===== config.mk =====
export PLATFORM = sky130hd
export DESIGN_NAME = i2c_write_sequencer_flat
export DESIGN_NICKNAME = d
export VERILOG_FILES = /design/src/rtl/i2c_write_sequencer_if.sv /design/src/rtl/i2c_write_sequencer.sv /design/src/flat_wrapper.sv
export SDC_FILE = /design/constraint.sdc
export NUM_CORES = 1
export LEC_CHECK = 0
export ABC_CLOCK_PERIOD_IN_PS = 6600
export BUFFER_PORTS_ARGS = -buffer_cell sky130_fd_sc_hd__buf_2
export CORE_UTILIZATION = 40
export CTS_BUF_LIST = sky130_fd_sc_hd__clkbuf_8
export DETAILED_ROUTE_END_ITERATION = 12
export PLACE_DENSITY = 0.65
export RECOVER_POWER = 25
export SLEW_MARGIN = 20
export SYNTH_ARGS = -nofsm -noshare
export SYNTH_HDL_FRONTEND = slang
export SYNTH_SLANG_ARGS = --single-unit

===== constraint.sdc =====
create_clock -name clock_i2c -period 6.6 [get_ports clock_i2c]
set_input_delay 1.98 -clock clock_i2c [delete_from_list [all_inputs] [get_ports clock_i2c]]
set_output_delay 1.98 -clock clock_i2c [all_outputs]
set_load 0.01 [all_outputs]

===== src/rtl/i2c_write_sequencer_if.sv =====
// Bus between the write sequencer and the single-byte I2C write engine.
interface i2c_write_sequencer_if;
    logic [7:0] slave_address;
    logic [7:0] slave_register;
    logic [7:0] slave_data;
    logic       enable_send_n;
    logic       eng_busy_n;
    logic [7:0] eng_status;

    modport master (
        output slave_address, slave_register, slave_data, enable_send_n,
        input  eng_busy_n, eng_status
    );

    modport slave (
        input  slave_address, slave_register, slave_data, enable_send_n,
        output eng_busy_n, eng_status
    );
endinterface


===== src/rtl/i2c_write_sequencer.sv =====
// Walks a ROM of (address, register, data) writes through the I2C write engine,
// retrying NACKed or timed-out attempts and flagging the first entry that never succeeds.
module i2c_write_sequencer #(
    parameter int N_ENTRIES  = 16,
    parameter int MAX_RETRY  = 3,
    parameter int GAP_CYCLES = 4,
    parameter int TIMEOUT    = 255
) (
    input  logic                         clock_i2c,
    input  logic                         reset,
    input  logic                         start,
    output logic [7:0]                   tbl_index,
    input  logic [7:0]                   tbl_addr,
    input  logic [7:0]                   tbl_reg,
    input  logic [7:0]                   tbl_data,
    i2c_write_sequencer_if.master        eng,
    output logic                         done,
    output logic                         error,
    output logic [7:0]                   fail_index,
    output logic [7:0]                   last_status,
    output logic [3:0]                   retry_count
);
    typedef enum logic [3:0] {
        S_IDLE, S_LOAD, S_ASSERT, S_WAIT_START, S_WAIT_DONE,
        S_CHECK, S_RELEASE, S_GAP, S_DONE, S_ERROR
    } state_t;

    // One timer serves both the wait timeouts and the inter-transaction gap.
    localparam int TMAX = (TIMEOUT > GAP_CYCLES) ? TIMEOUT : GAP_CYCLES;
    localparam int TW   = $clog2(TMAX + 1);
    localparam logic [TW-1:0] TIMEOUT_V  = TW'(TIMEOUT);
    localparam logic [TW-1:0] GAP_LAST_V = TW'(GAP_CYCLES - 1);
    localparam logic [TW-1:0] T_ONE      = {{(TW-1){1'b0}}, 1'b1};
    localparam logic [7:0]    LAST_IDX   = 8'(N_ENTRIES - 1);
    localparam logic [3:0]    MAX_RETRY_V = 4'(MAX_RETRY);
    localparam logic [7:0]    ACK_STATUS = 8'h2A;

    state_t          state_r, state_nxt_s;
    logic [TW-1:0]   timer_r, timer_nxt_s;
    logic            timeout_r, timeout_nxt_s;
    logic            last_pass_r, last_pass_nxt_s;
    logic            fail_flag_r, fail_flag_nxt_s;
    logic [7:0]      index_nxt_s, fail_index_nxt_s, last_status_nxt_s;
    logic [7:0]      addr_nxt_s, reg_nxt_s, data_nxt_s;
    logic [3:0]      retry_nxt_s;
    logic            en_n_nxt_s, done_nxt_s, error_nxt_s;

    // FSM state register.
    always_ff @(posedge clock_i2c) begin
        if (!reset) begin
            state_r <= S_IDLE;
        end else begin
            state_r <= state_nxt_s;
        end
    end

    // Next-state and next-register-value logic.
    always_comb begin
        state_nxt_s       = state_r;
        timer_nxt_s       = timer_r;
        timeout_nxt_s     = timeout_r;
        last_pass_nxt_s   = last_pass_r;
        fail_flag_nxt_s   = fail_flag_r;
        index_nxt_s       = tbl_index;
        fail_index_nxt_s  = fail_index;
        last_status_nxt_s = last_status;
        retry_nxt_s       = retry_count;
        addr_nxt_s        = eng.slave_address;
        reg_nxt_s         = eng.slave_register;
        data_nxt_s        = eng.slave_data;
        en_n_nxt_s        = eng.enable_send_n;
        done_nxt_s        = done;
        error_nxt_s       = error;
        case (state_r)
            S_IDLE, S_DONE, S_ERROR: begin
                if (start) begin
                    state_nxt_s = S_LOAD;
                    done_nxt_s  = 1'b0;
                    error_nxt_s = 1'b0;
                    retry_nxt_s = 4'd0;
                    index_nxt_s = 8'd0;
                end else begin
                    state_nxt_s = state_r;
                end
            end
            S_LOAD: begin
                addr_nxt_s  = tbl_addr;
                reg_nxt_s   = tbl_reg;
                data_nxt_s  = tbl_data;
                state_nxt_s = S_ASSERT;
            end
            S_ASSERT: begin
                en_n_nxt_s    = 1'b0;
                timer_nxt_s   = {TW{1'b0}};
                timeout_nxt_s = 1'b0;
                state_nxt_s   = S_WAIT_START;
            end
            S_WAIT_START: begin
                if (!eng.eng_busy_n) begin
                    timer_nxt_s = {TW{1'b0}};
                    state_nxt_s = S_WAIT_DONE;
                end else if (timer_r == TIMEOUT_V) begin
                    timeout_nxt_s = 1'b1;
                    state_nxt_s   = S_CHECK;
                end else begin
                    timer_nxt_s = timer_r + T_ONE;
                end
            end
            S_WAIT_DONE: begin
                if (eng.eng_busy_n) begin
                    state_nxt_s = S_CHECK;
                end else if (timer_r == TIMEOUT_V) begin
                    timeout_nxt_s = 1'b1;
                    state_nxt_s   = S_CHECK;
                end else begin
                    timer_nxt_s = timer_r + T_ONE;
                end
            end
            S_CHECK: begin
                last_status_nxt_s = eng.eng_status;
                last_pass_nxt_s   = 1'b0;
                fail_flag_nxt_s   = 1'b0;
                if ((eng.eng_status == ACK_STATUS) && !timeout_r) begin
                    retry_nxt_s = 4'd0;
                    if (tbl_index == LAST_IDX) begin
                        last_pass_nxt_s = 1'b1;
                    end else begin
                        index_nxt_s = tbl_index + 8'd1;
                    end
                end else if (retry_count < MAX_RETRY_V) begin
                    retry_nxt_s = retry_count + 4'd1;
                end else begin
                    fail_index_nxt_s = tbl_index;
                    fail_flag_nxt_s  = 1'b1;
                end
                state_nxt_s = S_RELEASE;
            end
            S_RELEASE: begin
                en_n_nxt_s = 1'b1;
                if (fail_flag_r) begin
                    error_nxt_s = 1'b1;
                    state_nxt_s = S_ERROR;
                end else if (last_pass_r) begin
                    done_nxt_s  = 1'b1;
                    state_nxt_s = S_DONE;
                end else begin
                    timer_nxt_s = {TW{1'b0}};
                    state_nxt_s = S_GAP;
                end
            end
            S_GAP: begin
                if (timer_r == GAP_LAST_V) begin
                    state_nxt_s = S_LOAD;
                end else begin
                    timer_nxt_s = timer_r + T_ONE;
                end
            end
            default: begin
                en_n_nxt_s  = 1'b1;
                state_nxt_s = S_IDLE;
            end
        endcase
    end

    // Datapath and output registers; reset also drops the engine request at once.
    always_ff @(posedge clock_i2c) begin
        if (!reset) begin
            timer_r            <= {TW{1'b0}};
            timeout_r          <= 1'b0;
            last_pass_r        <= 1'b0;
            fail_flag_r        <= 1'b0;
            tbl_index          <= 8'd0;
            fail_index         <= 8'd0;
            last_status        <= 8'd0;
            retry_count        <= 4'd0;
            eng.slave_address  <= 8'd0;
            eng.slave_register <= 8'd0;
            eng.slave_data     <= 8'd0;
            eng.enable_send_n  <= 1'b1;
            done               <= 1'b0;
            error              <= 1'b0;
        end else begin
            timer_r            <= timer_nxt_s;
            timeout_r          <= timeout_nxt_s;
            last_pass_r        <= last_pass_nxt_s;
            fail_flag_r        <= fail_flag_nxt_s;
            tbl_index          <= index_nxt_s;
            fail_index         <= fail_index_nxt_s;
            last_status        <= last_status_nxt_s;
            retry_count        <= retry_nxt_s;
            eng.slave_address  <= addr_nxt_s;
            eng.slave_register <= reg_nxt_s;
            eng.slave_data     <= data_nxt_s;
            eng.enable_send_n  <= en_n_nxt_s;
            done               <= done_nxt_s;
            error              <= error_nxt_s;
        end
    end
endmodule


===== src/flat_wrapper.sv =====
// flat-port wrapper written by rule: the top's interface ports become plain ports
module i2c_write_sequencer_flat 
#(
    parameter int N_ENTRIES  = 16,
    parameter int MAX_RETRY  = 3,
    parameter int GAP_CYCLES = 4,
    parameter int TIMEOUT    = 255
)
  (clock_i2c, reset, start, tbl_index, tbl_addr, tbl_reg, tbl_data, done, error, fail_index, last_status, retry_count, eng_slave_address, eng_slave_register, eng_slave_data, eng_enable_send_n, eng_eng_busy_n, eng_eng_status);
  i2c_write_sequencer_if eng_i ();
  input  logic clock_i2c;
  input  logic reset;
  input  logic start;
  output logic [7:0] tbl_index;
  input  logic [7:0] tbl_addr;
  input  logic [7:0] tbl_reg;
  input  logic [7:0] tbl_data;
  output logic done;
  output logic error;
  output logic [7:0] fail_index;
  output logic [7:0] last_status;
  output logic [3:0] retry_count;
  output wire logic [$bits(eng_i.slave_address)-1:0] eng_slave_address;
  output wire logic [$bits(eng_i.slave_register)-1:0] eng_slave_register;
  output wire logic [$bits(eng_i.slave_data)-1:0] eng_slave_data;
  output wire logic [$bits(eng_i.enable_send_n)-1:0] eng_enable_send_n;
  input wire logic [$bits(eng_i.eng_busy_n)-1:0] eng_eng_busy_n;
  input wire logic [$bits(eng_i.eng_status)-1:0] eng_eng_status;
  assign eng_slave_address = eng_i.slave_address;
  assign eng_slave_register = eng_i.slave_register;
  assign eng_slave_data = eng_i.slave_data;
  assign eng_enable_send_n = eng_i.enable_send_n;
  assign eng_i.eng_busy_n = eng_eng_busy_n;
  assign eng_i.eng_status = eng_eng_status;
  i2c_write_sequencer #(.N_ENTRIES(N_ENTRIES), .MAX_RETRY(MAX_RETRY), .GAP_CYCLES(GAP_CYCLES), .TIMEOUT(TIMEOUT)) u_core (.clock_i2c(clock_i2c), .reset(reset), .start(start), .tbl_index(tbl_index), .tbl_addr(tbl_addr), .tbl_reg(tbl_reg), .tbl_data(tbl_data), .eng(eng_i), .done(done), .error(error), .fail_index(fail_index), .last_status(last_status), .retry_count(retry_count));
endmodule

==> results of run 1 <==
==> per-stage QoR <==
step	cell area, sq um	total power [mW]	utilization (%)
after floorplan	3080	0.714	-
after global placement	3600	0.799	49.1
after detailed placement	3600	0.807	49.1
after CTS	3830	1.20	52.3
after global routing	3810	1.26	52.0
final	3810	1.19	52.0
==> routing by layer <==
metal | track usage [%] | vias up
met2 | 31.6 | 61
li1 | - | 1520
met5 | 0 | -
met4 | 6.42 | 0
met1 | 24.1 | 1360
met3 | 4.91 | 12
==> power breakdown <==
group          switching, mW  internal, mW
clock network          0.158         0.234
registers             0.0456         0.464
logic                  0.178         0.108
==> area by class of cell <==
class,count,area [sq um]
fillers,733,3520
multi-input cells,286,1590
flip-flops and latches,70,1400
repair buffers,92,443
clock buffers,11,151
well taps,99,124
clock inverters,5,81.3
inverters,7,26.3
==> flip-flops by register name (all words and copies together) (netlist names) <==
register,cells
u_core.eng.slave_address,8
u_core.eng.slave_data,8
u_core.eng.slave_register,8
u_core.fail_index,8
u_core.last_status,8
u_core.tbl_index,8
u_core.timer_r,8
u_core.retry_count,4
u_core.state_r,4
u_core.done,1
u_core.eng.enable_send_n,1
u_core.error,1
u_core.fail_flag_r,1
u_core.last_pass_r,1
u_core.timeout_r,1
==> how the worst max path moves through the flow <==
stage / startpoint / depth (start not counted) / end
after CTS: eng_eng_status[4] / 6 / u_core.tbl_index[6]$_SDFFE_PN0P_
after global placement: eng_eng_busy_n / 6 / u_core.timer_r[6]$_SDFFE_PN0P_
after floorplan: eng_eng_status[4] / 5 / u_core.tbl_index[6]$_SDFFE_PN0P_
final: eng_eng_status[4] / 6 / u_core.tbl_index[6]$_SDFFE_PN0P_
after global routing: reset / 5 / u_core.state_r[1]$_SDFFE_PN0P_
after detailed placement: eng_eng_status[4] / 6 / u_core.tbl_index[6]$_SDFFE_PN0P_
==> cells in the final DEF, fill, tap and decap left out, types with 3 or more instances in the layout <==
cell type,netlist,layout
sky130_fd_sc_hd__nand2_1,79,79
sky130_fd_sc_hd__buf_2,1,72
sky130_fd_sc_hd__dfxtp_1,70,70
sky130_fd_sc_hd__a21oi_1,54,54
sky130_fd_sc_hd__nor2_1,25,25
sky130_fd_sc_hd__clkbuf_1,17,18
sky130_fd_sc_hd__o21ai_0,15,15
sky130_fd_sc_hd__mux2i_1,12,12
sky130_fd_sc_hd__clkbuf_8,0,11
sky130_fd_sc_hd__nand3_1,8,8
sky130_fd_sc_hd__nor3_1,9,8
sky130_fd_sc_hd__nand2b_1,8,8
sky130_fd_sc_hd__or3_1,7,7
sky130_fd_sc_hd__inv_1,6,7
sky130_fd_sc_hd__a31oi_1,6,6
sky130_fd_sc_hd__and3_1,6,6
sky130_fd_sc_hd__nor2b_1,5,5
sky130_fd_sc_hd__nand4_1,5,5
sky130_fd_sc_hd__o21a_1,4,4
sky130_fd_sc_hd__a211oi_1,4,4
sky130_fd_sc_hd__o31ai_1,3,3
sky130_fd_sc_hd__ha_1,3,3
==> worst max-delay path: stages <==
cell	delay, ps
sky130_fd_sc_hd__buf_2	110
sky130_fd_sc_hd__nor4b_2	330
sky130_fd_sc_hd__a31oi_1	240
sky130_fd_sc_hd__or4_4	610
sky130_fd_sc_hd__or4_1	480
sky130_fd_sc_hd__a21oi_1	140
==> cells by family after synthesis <==
kind of cell | Yosys count | synth area share [%]
simple gates | 170 | 26.8
fa+ha+maj | 3 | 1.22
mux | 12 | 3.90
buf+inv | 26 | 3.21
flops | 70 | 45.5
compound gates | 101 | 19.4
==> results.txt, run 1 <==
The run finished with clean final reports. For this design the static power due to leakage is 1.59 nW. The count of cells in the finished layout, fillers not included, comes to 570.

The signal arrival time at the worst endpoint was 3880 ps; the total power per unit cell area was 311 nW/um^2. For the routability congestion estimate from global placement, the log shows 0.755. Counting instances in the post-synthesis netlist gives the leading cell types as sky130_fd_sc_hd__nand2_1, sky130_fd_sc_hd__dfxtp_1, sky130_fd_sc_hd__a21oi_1.

The first detailed-routing pass ran for 4 iterations. In the synthesized netlist the dominant register cell turns out to be sky130_fd_sc_hd__dfxtp_1. The run gives 0 as the count of buffers added by post-CTS timing repair for setup.

The repair_antennas step left the layout with diodes totalling 0. The logs give 3.66 mm for the routed length on met2 and 0 for the number of gates given a new drive strength after cts. The worst clock skew is 8.99 ps. For the number of levels in the clock H-tree, the log shows 3. The net count of the finished layout is 505.

Counting instances, the worst hold path has a depth of 2. The run gives 0 as the number of antenna violations at the first check in global routing. Including well taps, the total number of placed cells is 554. The area added between synthesis and finish was 23.8%; the largest driver fanout on the critical path was 14. The tools report the pin count of the biggest net entering global routing as 34.

For the full die area, the log shows 8060 sq um. The final routed DRC violation total is 0. The top layer reached by signal wires was met4. The first global-routing pass estimated 12.6 mm of wire. The maximum frequency from static timing analysis is 276 MHz, and the tightest slew margin relative to the limit is 35.1%. The number of top-level design ports came out at 91.

Ranked by total cell area, the synthesized netlist is headed by sky130_fd_sc_hd__dfxtp_1, sky130_fd_sc_hd__nand2_1, sky130_fd_sc_hd__a21oi_1. Clock-pin slew was measured on the worst setup and hold paths at 80 ps. The initialized floorplan defines 31 standard-cell rows.

The die outline width is 89.8 um, and the combined global-route utilization of all metal layers is 19.1%. For this block, the routed nets add up to 7.53 mm of wire. The source of the worst register-to-register timing path was u_core.state_r[1]$_SDFFE_PN0P_. Total of hold buffers inserted after clock tree synthesis: 0. Dividing the detail-routed wire length by the instance count gives 13.2 um. The share of the cycle needed by the critical path after routing came out at 55.0%. Summed over all nets, the half-perimeter wirelength after detailed placement is 5.31 mm. TritonCTS built the clock tree. The number of max-slew violations in the final report was 0; the count of buffers inserted at the top-level ports was 90.

Wire segments on met3 add up to 336 um in the final route. The worst path meets setup with 2970 ps of slack. Yosys printed 0 warnings. Setup total negative slack on the finished layout was measured at 0 ps.

In the routed layout, each cell is associated on average with a via count of 5.18. The tools report the critical path endpoint category as a flop. Clock tree synthesis selected as its root buffer the cell sky130_fd_sc_hd__clkbuf_8. The detailed router put a total of 3.40 mm of wire on met1.

The endpoint of the worst hold-timing path was u_core.eng.slave_address[2]$_SDFFE_PN0P_. The number of different library cells used by synthesis comes to 51. Core outline area: 7330 sq um.

The worst min-delay path category is reg2reg. Synthesis inferred 70 register bits. The worst register-to-register path ends at u_core.tbl_index[6]$_SDFFE_PN0P_.

For the remaining antenna violation count, the log shows 0. The number of global-route vias before repair was 2682. Summed over its instances, the top area cell type makes up 45.5% of the synthesized netlist area. The smallest clock period supported by the final layout is computed as 3630 ps. Setup repair after global routing left no endpoint under its margin. Before CTS, the worst setup slack after placement is 2640 ps.

The startpoint of the tightest hold check path is u_core.eng.slave_address[2]$_SDFFE_PN0P_. VDD sags by at most 0.199 mV. Setup violations remaining at the end of the flow were counted as 0.

In this run, synthesis inferred 0 flip-flops with an integrated enable. The worst register-to-register path has a setup slack of 3680 ps. Across the run, the number of max-cap violations was 0.

The number of clock buffers inserted by TritonCTS is 9. The transition time at the pin with the least slew margin is 971 ps. For this block, the initial DRC count from the detailed router was 167. The tools report the hold violation count in the final report as 0. The floorplan step set the die height to 89.8 um.

The run gives 382 as the synthesized netlist cell count. The post-route netlist has 20.6% of its cells at a drive strength greater than 1. Once the floorplan was initialized, standard cells occupied 42.0% of the core. For the clock latency reported for the late side of the worst-skew pair, the log shows 340 ps. The routed layout has 2953 vias. Summed instance area of the synthesized netlist: 3080 sq um. Counting every net in the synthesized netlist gives 421.

Final hold analysis gives a worst-case slack of 453 ps. The clock passes through at most 2 buffers. sky130_fd_sc_hd__nand2_1 is the most common cell in the netlist. The library cell with the largest summed area after synthesis is sky130_fd_sc_hd__dfxtp_1. The mean cell area of the mapped netlist was 8.06 sq um; the post-synthesis async set-or-reset flop share was 0%. Clock tree synthesis found a total of 70 sinks. The number of cells on the worst reg-to-reg path is 5.

STA classifies the critical path startpoint as a primary input. The critical setup path kind is in2reg. STA puts the critical path data required time at 6860 ps.

The total overflow left after global routing is 0. Sequential cells were found to cover 45.5% of the synthesized design area.
Power figures use the tool's default switching activity.
==> inputs of run 2 (changes only) <==
--- a/config.mk
+++ b/config.mk
@@ -5,12 +5,12 @@
 export SDC_FILE = /design/constraint.sdc
 export NUM_CORES = 1
 export LEC_CHECK = 0
-export ABC_CLOCK_PERIOD_IN_PS = 6600
+export ABC_CLOCK_PERIOD_IN_PS = 2940
 export BUFFER_PORTS_ARGS = -buffer_cell sky130_fd_sc_hd__buf_2
 export CORE_UTILIZATION = 40
 export CTS_BUF_LIST = sky130_fd_sc_hd__clkbuf_8
 export DETAILED_ROUTE_END_ITERATION = 12
-export PLACE_DENSITY = 0.65
+export PLACE_DENSITY = 0.68
 export RECOVER_POWER = 25
 export SLEW_MARGIN = 20
 export SYNTH_ARGS = -nofsm -noshare
==> constraint.sdc (replaced) <==
create_clock -name clock_i2c -period 2.94 [get_ports clock_i2c]
set_input_delay 0.882 -clock clock_i2c [delete_from_list [all_inputs] [get_ports clock_i2c]]
set_output_delay 0.882 -clock clock_i2c [all_outputs]
set_load 0.01 [all_outputs]
==> results.txt, run 2 (same netlist as run 1, synthesis figures left out) <==
The flow ran to the end, and the final reports show no timing, DRC or antenna violations. The run gives 0 (unchanged) as the number of setup violations in the final report. The worst setup path is launched from a primary input. The logs give 0 (unchanged) for the number of antenna violations at the first check in global routing and 18.9% (-0.20 points) for the combined global-route utilization of all metal layers. The antenna cell count is 0 (unchanged).

The die outline width was 89.8 um (unchanged). The total via count in the routed design was 3028 (+2.5%). The most common library cell in the layout ignoring fill and taps is sky130_fd_sc_hd__buf_2. The signal arrival time at the worst endpoint was 2700 ps (-1180 ps); the number of vias per cell was 5.22 (+0.77%). The total global routing overflow is 0 (unchanged). The worst min-delay path category was reg2reg. The worst voltage drop across the vdd grid was 0.301 mV (+51%).

The critical setup path kind was in2reg. The number of clock buffers inserted by TritonCTS was 9 (unchanged). The number of max-slew violations in the final report was 0 (unchanged). Wire length of the first global-routing pass: 12.5 mm (-1.4%). Setup repair after global routing left no endpoint under its margin. The run gives 7.46 mm (-0.88%) as the total detailed-routing wirelength. The shortest clock period the worst path allows after layout is 2420 ps. In the layout the commonest cells are sky130_fd_sc_hd__buf_2, sky130_fd_sc_hd__nand2_1, sky130_fd_sc_hd__dfxtp_1. The total negative slack was 0 ps (unchanged). For hold timing, the worst endpoint is u_core.eng.slave_data[7]$_SDFFE_PN0P_. For the clock latency reported for the late side of the worst-skew pair, the log shows 350 ps (about the same). The transition time at the pin with the least slew margin came out at 1120 ps (+153 ps). The worst hold path stage count is 2 (unchanged).

The number of gates given a new drive strength after cts is 0 (unchanged), and the count of buffers added by post-CTS timing repair for setup is 0 (unchanged). The required time at the endpoint of the critical path came out at 3220 ps (-3640 ps). TritonCTS built the clock tree.

The reg-to-reg critical path endpoint is u_core.timer_r[3]$_SDFFE_PN0P_. The height of the chip is 89.8 um (unchanged), and the number of placement rows is 31 (unchanged). The final layout net count is 515 (+2.0%), and the sink count of the clock tree is 70 (unchanged). The clock slew at the register clock pins of the worst setup and hold paths works out to 70 ps (about the same). The tools report the number of levels in the clock H-tree as 3 (unchanged).

The fraction of layout cells with a size suffix above 1 works out to 25.2% (+4.6 points). In this run the critical register-to-register path is launched from u_core.state_r[2]$_SDFFE_PN0P_. The starting utilization of the core area was 42.0% (unchanged); the number of global-route vias before repair was 2764 (+3.1%). The first-pass iteration count of the detailed router was 4 (unchanged). The root buffer cell chosen for the clock tree is sky130_fd_sc_hd__clkbuf_8. The number of top-level design ports was 91 (unchanged). Area added between synthesis and finish: 25.3%. The full die area is 8060 sq um (unchanged), and the total power per unit cell area is 673 nW/um^2 (+120%). The logs give 53 (+56%) for the pin count of the biggest net entering global routing and 0 (unchanged) for the remaining antenna violation count. The tightest slew margin relative to the limit was 25.1% (-10 points); the register-to-register path setup slack was 590 ps (-3090 ps). For this run, the top clock speed supported by timing is 414 MHz. The final critical path takes up 82.2% of the cycle. The worst setup path is captured at a flop. The run gives 5.10 mm (-3.9%) as the HPWL after detailed placement. The depth of the most critical reg-to-reg path is 6 (+1). The routed length per placed instance was 12.9 um (-2.6%). The routability congestion estimate from global placement is 0.839 (+11%), and the total of hold buffers inserted after clock tree synthesis is 0 (unchanged). The startpoint identified for the worst hold timing path is u_core.eng.slave_data[7]$_SDFFE_PN0P_. Worst hold-check slack: 451 ps (-2.29 ps). The logs give 176 (+5.4%) for the initial detailed-routing violation count and 0 (unchanged) for the hold violation count in the final report.

The worst clock skew was 7.90 ps (-1.09 ps); the core outline area was 7330 sq um (unchanged). The largest driver fanout on the critical path was 14 (unchanged); the reported max-cap violation count was 0 (unchanged). Static leakage: 1.68 nW (+5.5%).

The worst-case clock buffer depth was 2 (unchanged); the total power after layout was 2.60 mW (+120%). The final routed DRC violation total was 0 (unchanged). The count of buffers inserted at the top-level ports was 90 (unchanged).
## run 2: changes by cell type in the layout (fill, tap and decap cells not counted), sizes merged
cell      change
buf          +24
bufinv        -1
clkbuf       -15
clkinv        +1
clkinvlp      +2
inv           -1
## run 2: layer usage
metal	track usage [%]	part of all wire (%)
met4	8.61	1.9
met1	23.8	47
met5	0	0
met2	30.5	46
met3	4.65	4.5
## run 2: metrics by stage
| stage | util [%] | setup slack [ps] | area [sq um] | instances |
|---|---|---|---|---|
| global placement | 50.1 | 212 | 3670 | 564 |
| detailed placement | 50.1 | 167 | 3670 | 564 |
| floorplan | - | 410 | 3080 | 382 |
| global route | 52.7 | 394 | 3860 | 580 |
| finish | 52.7 | 525 | 3860 | 580 |
| CTS | 52.8 | 532 | 3870 | 580 |
## run 2: area by class of cell
class	count	area, sq um
Fill cell	714	3470
Multi-Input combinational cell	286	1580
Sequential cell	70	1400
Timing Repair Buffer	102	529
Clock buffer	10	138
Tap cell	99	124
Clock inverter	6	62.6
Inverter	7	26.3
## run 2: worst max-delay path by stage
| stage | startpoint | end | slack (ps) | cells after the start |
|---|---|---|---|---|
| after detailed placement | eng_eng_status[4] | u_core.tbl_index[6]$_SDFFE_PN0P_ | 170 | 6 |
| after CTS | eng_eng_status[4] | u_core.tbl_index[6]$_SDFFE_PN0P_ | 530 | 6 |
| final | eng_eng_status[4] | u_core.tbl_index[6]$_SDFFE_PN0P_ | 520 | 6 |
| after floorplan | eng_eng_status[4] | u_core.tbl_index[6]$_SDFFE_PN0P_ | 410 | 5 |
| after global routing | reset | u_core.state_r[1]$_SDFFE_PN0P_ | 390 | 5 |
| after global placement | eng_eng_status[4] | u_core.tbl_index[6]$_SDFFE_PN0P_ | 210 | 6 |
## run 2: worst max-delay path: stages
cell and delay [ps]:
sky130_fd_sc_hd__buf_2 110, sky130_fd_sc_hd__nor4b_2 320, sky130_fd_sc_hd__a31oi_1 170, sky130_fd_sc_hd__or4_4 580, sky130_fd_sc_hd__or4_1 490, sky130_fd_sc_hd__a21oi_1 140
## run 2: power by group
part / internal [mW] / switching (mW) / total (mW)
registers: 1.04 / 0.0416 / 1.08
clock network: 0.411 / 0.368 / 0.779
logic: 0.284 / 0.454 / 0.737
